`config.mk`:
```
export PLATFORM = sky130hd
export DESIGN_NAME = button_conditioner
export DESIGN_NICKNAME = d
export VERILOG_FILES = /design/src/rtl/button_conditioner.sv
export SDC_FILE = /design/constraint.sdc
export NUM_CORES = 1
export LEC_CHECK = 0
export BUFFER_PORTS_ARGS = -buffer_cell sky130_fd_sc_hd__buf_2
export CORE_ASPECT_RATIO = 0.6
export CORE_MARGIN = 2
export CORE_UTILIZATION = 32
export CTS_CLUSTER_SIZE = 12
export DETAILED_ROUTE_END_ITERATION = 12
export GPL_TIMING_DRIVEN = 0
export SLEW_MARGIN = 20
export SYNTH_ARGS = -nofsm -noshare
export SYNTH_HDL_FRONTEND = slang
export SYNTH_SLANG_ARGS = --single-unit
```
`constraint.sdc`:
```
create_clock -name i_clk -period 1.54 [get_ports i_clk]
set_input_delay 0.077 -clock i_clk [delete_from_list [all_inputs] [get_ports i_clk]]
set_output_delay 0.077 -clock i_clk [all_outputs]
set_load 0.05 [all_outputs]
```
`src/rtl/button_conditioner.sv`:
```
// Push-button conditioner: two-flop synchronizer, counting debouncer and a
// press / auto-repeat pulse FSM. o_en selects between the debounced level
// and the pulse train to drive a downstream counter enable.
module button_conditioner #(
  parameter int DEBOUNCE_CYCLES = 4,
  parameter int REPEAT_DELAY    = 16,
  parameter int REPEAT_PERIOD   = 4
) (
  input  logic i_clk,
  input  logic i_reset_n,
  input  logic i_button,
  input  logic i_mode,
  input  logic i_repeat_en,
  output logic o_level,
  output logic o_pulse,
  output logic o_en
);

  // Terminal counts; compared with >= so an out-of-range value can never wrap.
  localparam logic [7:0] DB_LAST = 8'(DEBOUNCE_CYCLES - 1);
  localparam logic [7:0] RD_LAST = 8'(REPEAT_DELAY - 1);
  localparam logic [7:0] RP_LAST = 8'(REPEAT_PERIOD - 1);

  typedef enum logic [1:0] {
    ST_IDLE   = 2'd0,
    ST_DELAY  = 2'd1,
    ST_REPEAT = 2'd2
  } state_t;

  logic       sync_meta_q;
  logic       sync_q;
  logic [7:0] db_cnt_q;
  logic [7:0] db_cnt_d;
  logic       level_q;
  logic       level_d;
  logic       toggle_s;
  logic       rise_s;
  logic       fall_s;
  state_t     state_q;
  state_t     state_d;
  logic [7:0] timer_q;
  logic [7:0] timer_d;
  logic       pulse_q;
  logic       pulse_d;

  // Two-flop synchronizer; only sync_q is consumed downstream.
  always_ff @(posedge i_clk) begin
    if (!i_reset_n) begin
      sync_meta_q <= 1'b0;
      sync_q      <= 1'b0;
    end else begin
      sync_meta_q <= i_button;
      sync_q      <= sync_meta_q;
    end
  end

  // Debounce next state: count disagreeing samples, flip level on the last one.
  always_comb begin
    db_cnt_d = 8'd0;
    level_d  = level_q;
    toggle_s = 1'b0;
    if (sync_q != level_q) begin
      if (db_cnt_q >= DB_LAST) begin
        toggle_s = 1'b1;
        level_d  = ~level_q;
        db_cnt_d = 8'd0;
      end else begin
        db_cnt_d = db_cnt_q + 8'd1;
      end
    end else begin
      db_cnt_d = 8'd0;
    end
  end

  // Level edges as seen on the edge where o_level itself changes.
  assign rise_s = toggle_s & ~level_q;
  assign fall_s = toggle_s & level_q;

  // Debounce state registers.
  always_ff @(posedge i_clk) begin
    if (!i_reset_n) begin
      db_cnt_q <= 8'd0;
      level_q  <= 1'b0;
    end else begin
      db_cnt_q <= db_cnt_d;
      level_q  <= level_d;
    end
  end

  // Pulse FSM next state: press pulse, initial delay, then periodic repeats.
  always_comb begin
    state_d = state_q;
    timer_d = timer_q;
    pulse_d = 1'b0;
    if (fall_s) begin
      // Release wins over everything and never emits a pulse.
      state_d = ST_IDLE;
      timer_d = 8'd0;
    end else begin
      case (state_q)
        ST_IDLE: begin
          if (rise_s) begin
            state_d = ST_DELAY;
            timer_d = 8'd0;
            pulse_d = 1'b1;
          end else begin
            state_d = ST_IDLE;
            timer_d = 8'd0;
          end
        end
        ST_DELAY: begin
          if (timer_q >= RD_LAST) begin
            if (i_repeat_en) begin
              state_d = ST_REPEAT;
              timer_d = 8'd0;
              pulse_d = 1'b1;
            end else begin
              // Hold saturated so re-enabling repeats fires on the next edge.
              timer_d = RD_LAST;
            end
          end else begin
            timer_d = timer_q + 8'd1;
          end
        end
        ST_REPEAT: begin
          if (!i_repeat_en) begin
            state_d = ST_DELAY;
            timer_d = RD_LAST;
          end else if (timer_q >= RP_LAST) begin
            timer_d = 8'd0;
            pulse_d = 1'b1;
          end else begin
            timer_d = timer_q + 8'd1;
          end
        end
        default: begin
          state_d = ST_IDLE;
          timer_d = 8'd0;
        end
      endcase
    end
  end

  // Pulse FSM state registers.
  always_ff @(posedge i_clk) begin
    if (!i_reset_n) begin
      state_q <= ST_IDLE;
      timer_q <= 8'd0;
      pulse_q <= 1'b0;
    end else begin
      state_q <= state_d;
      timer_q <= timer_d;
      pulse_q <= pulse_d;
    end
  end

  assign o_level = level_q;
  assign o_pulse = pulse_q;
  // Mode mux over registered sources only.
  assign o_en    = i_mode ? pulse_q : level_q;

endmodule

```
==> metrics.md <==
| Metric | Value |
|---|---|
| Overall routing resource usage | 12.0% |
| DRC viols | 0 |
| RSZ-0062 raised after global routing | yes |
| Slowest cell on crit path | or4b_4 |
| Final Worst Setup Slack | -0.144 ns |
| FP Rows | 14 |
| Buf/Inv on CP | 0 |
| CP Launch Type | flip-flop |
| Commonest cells in the netlist | 22 x dfxtp_1, 6 x a21oi_1, 6 x ha_1 |
| Pint | 0.00100 W |
| Logic pwr share | 11.2% |
| Power Total | 0.00129 W |
| Average vias per placed instance | 4.85 |
| Chip Width | 72.7 µm |
| Fin. Hold Viols | 0 |
| Simple-Gate Fraction of Synth Area | 20.3% |
| Synth warnings | 0 |
| Gpl congestion | 0.738 |
| WL/cell | 12.2 µm |
| Delay-heaviest family, CP | simple AND/OR/NAND/NOR gates |
| Final core occ | 46.4% |
| Routed Antenna Nets | 0 |
| Pwr dens | 1070 nW/µm² |
| Violation count after the first detailed-routing iteration | 27 |
| Met1 Track Usage GR | 15.9% |
| Synth top area cells | dfxtp_1 49%, ha_1 8.3%, a21oi_1 3.3%, nand3_1 2.8%, nor4_4 2.3% |
| Setup CP Type | reg2reg |
| Clk sink count | 22 |
| Busiest metal layer after global routing | met2 |
| Number of max-cap violations | 0 |
| Syn Std Cell Area | 906 µm² |
| Post-synthesis cell count | 87 |
| Most numerous cell in the Yosys netlist | dfxtp_1 |
| Critical Path Fanout Max | 4 |
| DP HPWL | 1240 µm |
| Number of global-route vias before repair | 652 |
| Global-route wire length before repair | 2900 µm |
| Critical Path AT | 1.88 ns |
| Met3 GRT Util | 5.58% |
| Setup Viol. Count Final | 5 |
| Die area | 3290 µm² |
| Ys async rst share | 0% |
| Tightest Hold Check Type | in2reg |
| CP Cell Sequence | ha_4 > or4b_4 > a2bb2oi_4 > or3b_1 > o22ai_1 |
| Maximum VDD drop | 0.448 mV |
| Ports | 8 |
| Mux cell area share after synthesis | 2.35% |
| Share of layout cells above drive strength 1 | 28.6% |
| GRT Residual Overflow | 0 |
| Fmax | 0.594 GHz |
| Psw | 0.000288 W |
| Worst EP required | 1.74 ns |
| Reg clk slew, reported paths | 0.08 ns |
| Total Routed Length | 1750 µm |
| Sw frac | 22.3% |
| Antenna violations before repair | 0 |
| Fin crit share | 109% |
| Sum Neg Setup Slack | -0.389 ns |
| Worst path max stage delay | 0.49 ns |
| Core area | 2590 µm² |
| Seq pwr share | 47.5% |
| Adder-Cell Fraction of Synth Area | 8.29% |
| Final net count | 124 |
| Syn-to-layout area delta | 32.9% |
| Largest net degree at the start of global routing | 14 |
| Port buffer count | 7 |
| Filler instances | 252 |
| Clock skew | 0.00473 ns |
| Synth Register Bits | 22 |
| Slew Viols, Final | 0 |
| Via count | 699 |
| Diode count | 0 |
| Status | complete, but fails checks |
| Met2 GRT Util | 17.3% |
| Root Driver | clkbuf_8 |
| CTS Buf Count | 3 |
| Initial core utilization | 34.9% |
| CTS tree | yes |
| Largest area contributor in the synthesized netlist | dfxtp_1 |
| Setup crit end kind | flip-flop |
| Failing checks | negative setup slack |
| EDFF count, synth | 0 |
| Compound-Gate Fraction of Synth Area | 14.6% |
| Syn Area/Cell | 10.4 µm² |
| Max clock buf depth | 2 |
| Clock power share | 41.3% |
| Area share of xor/xnor cells in the synthesized design | 2.90% |
| Post-synth top area share | 48.6% |
| Synth unique cells | 36 |
| Largest family of logic cells by synthesized area | simple AND/OR/NAND/NOR gates |
| Sequential share of the synthesized area | 48.6% |
| WHS | 0.118 ns |
| Pleak | 0.476 nW |
| Die Height | 45.2 µm |
| Synth Flop Type | dfxtp_1 |
| Htree depth | 1 |
| Clock Latency Late Sink | 0.26 ns |
| Place WS | -0.156 ns |
| Detailed Routing Iterations Pass 1 | 4 |
| Fin crit period | 1.68 ns |
[per-stage QoR]
| step | area, µm² | std cells |
|---|---|---|
| final | 1200 | 144 |
| after global routing | 1200 | 144 |
| after detailed placement | 1020 | 135 |
| after floorplan | 948 | 96 |
| after CTS | 1160 | 142 |
| after global placement | 1020 | 135 |
[timing repair]
action / CTS / global route
setup buffers: 3 / 1
pin swaps: 2 / 1
hold endpoints to repair: 0 / 1
cloned: 0 / 0
setup endpoints to repair: 7 / 10
hold buffers: 0 / 1
resized for setup: 6 / 7
[flip-flops by register name, summed over array words and instances, names as in the netlist]
register     flops
sync_meta_q      1
db_cnt_q         8
o_pulse          1
o_level          1
state_q          2
sync_q           1
timer_q          8
[per-layer routing]
layer  up-vias  wire length, µm
li1        356                -
met1       333              843
met2         8              803
met3         2               83
met4         0               20
met5         -                0
[power groups by stage]
stage	registers, W	logic, W	clock network, W
floorplan	0.000630	0.0000787	0
global placement	0.000624	0.000116	0
detailed placement	0.000624	0.000117	0
CTS	0.000613	0.000128	0.000553
global route	0.000617	0.000158	0.000578
finish	0.000613	0.000145	0.000533
[worst register-to-register path, delay by kind of cell (launching register included)]
family / cells / cell delay [ns]
AO/OA/AOI/OAI: 2 / 0.27
adder cells (fa/ha/maj): 1 / 0.16
AND/OR/NAND/NOR: 2 / 0.85
flip-flops: 1 / 0.34
[cells by family after synthesis]
group	Yosys count
simple gates	28
buf+inv	6
other cells	1
flops	22
compound gates	19
mux	2
fa+ha+maj	6
xor+xnor	3
[worst paths after layout]
path	cells after the start	slack [ns]	endpoint	from
worst min register to register	1	0.43	db_cnt_q[0]	db_cnt_q[0]
worst min-delay path	3	0.12	db_cnt_q[1]	i_reset_n
worst max-delay path	5	-0.14	timer_q[0]	db_cnt_q[0]
worst max register to register	5	-0.14	timer_q[0]	db_cnt_q[0]
[cells in the final DEF (no fill, tap or decap), types with 2 or more instances in the layout]
master    count
nand2_1       3
dfxtp_2       2
nor4_4        2
conb_1       10
clkbuf_8      3
buf_4         3
nand4_1       2
buf_2         7
and2_1        2
o211ai_1      2
ha_1          5
or3_1         2
a21oi_1       5
nor2_1        4
inv_1         5
xnor2_1       2
dfxtp_1      20
nand3_1       4
[cell type report]
cell class	instances	area [µm²]	area share, %
well taps	32	40.0	3.33
repair buffers	12	78.8	6.55
inverters	5	18.8	1.56
flip-flops and latches	22	443	36.8
clock inverters	1	30.0	2.49
clock buffers	3	41.3	3.43
plain buffers	1	3.75	0.312
multi-input cells	68	548	45.5
Note: power is estimated with default switching activity, not from simulation.
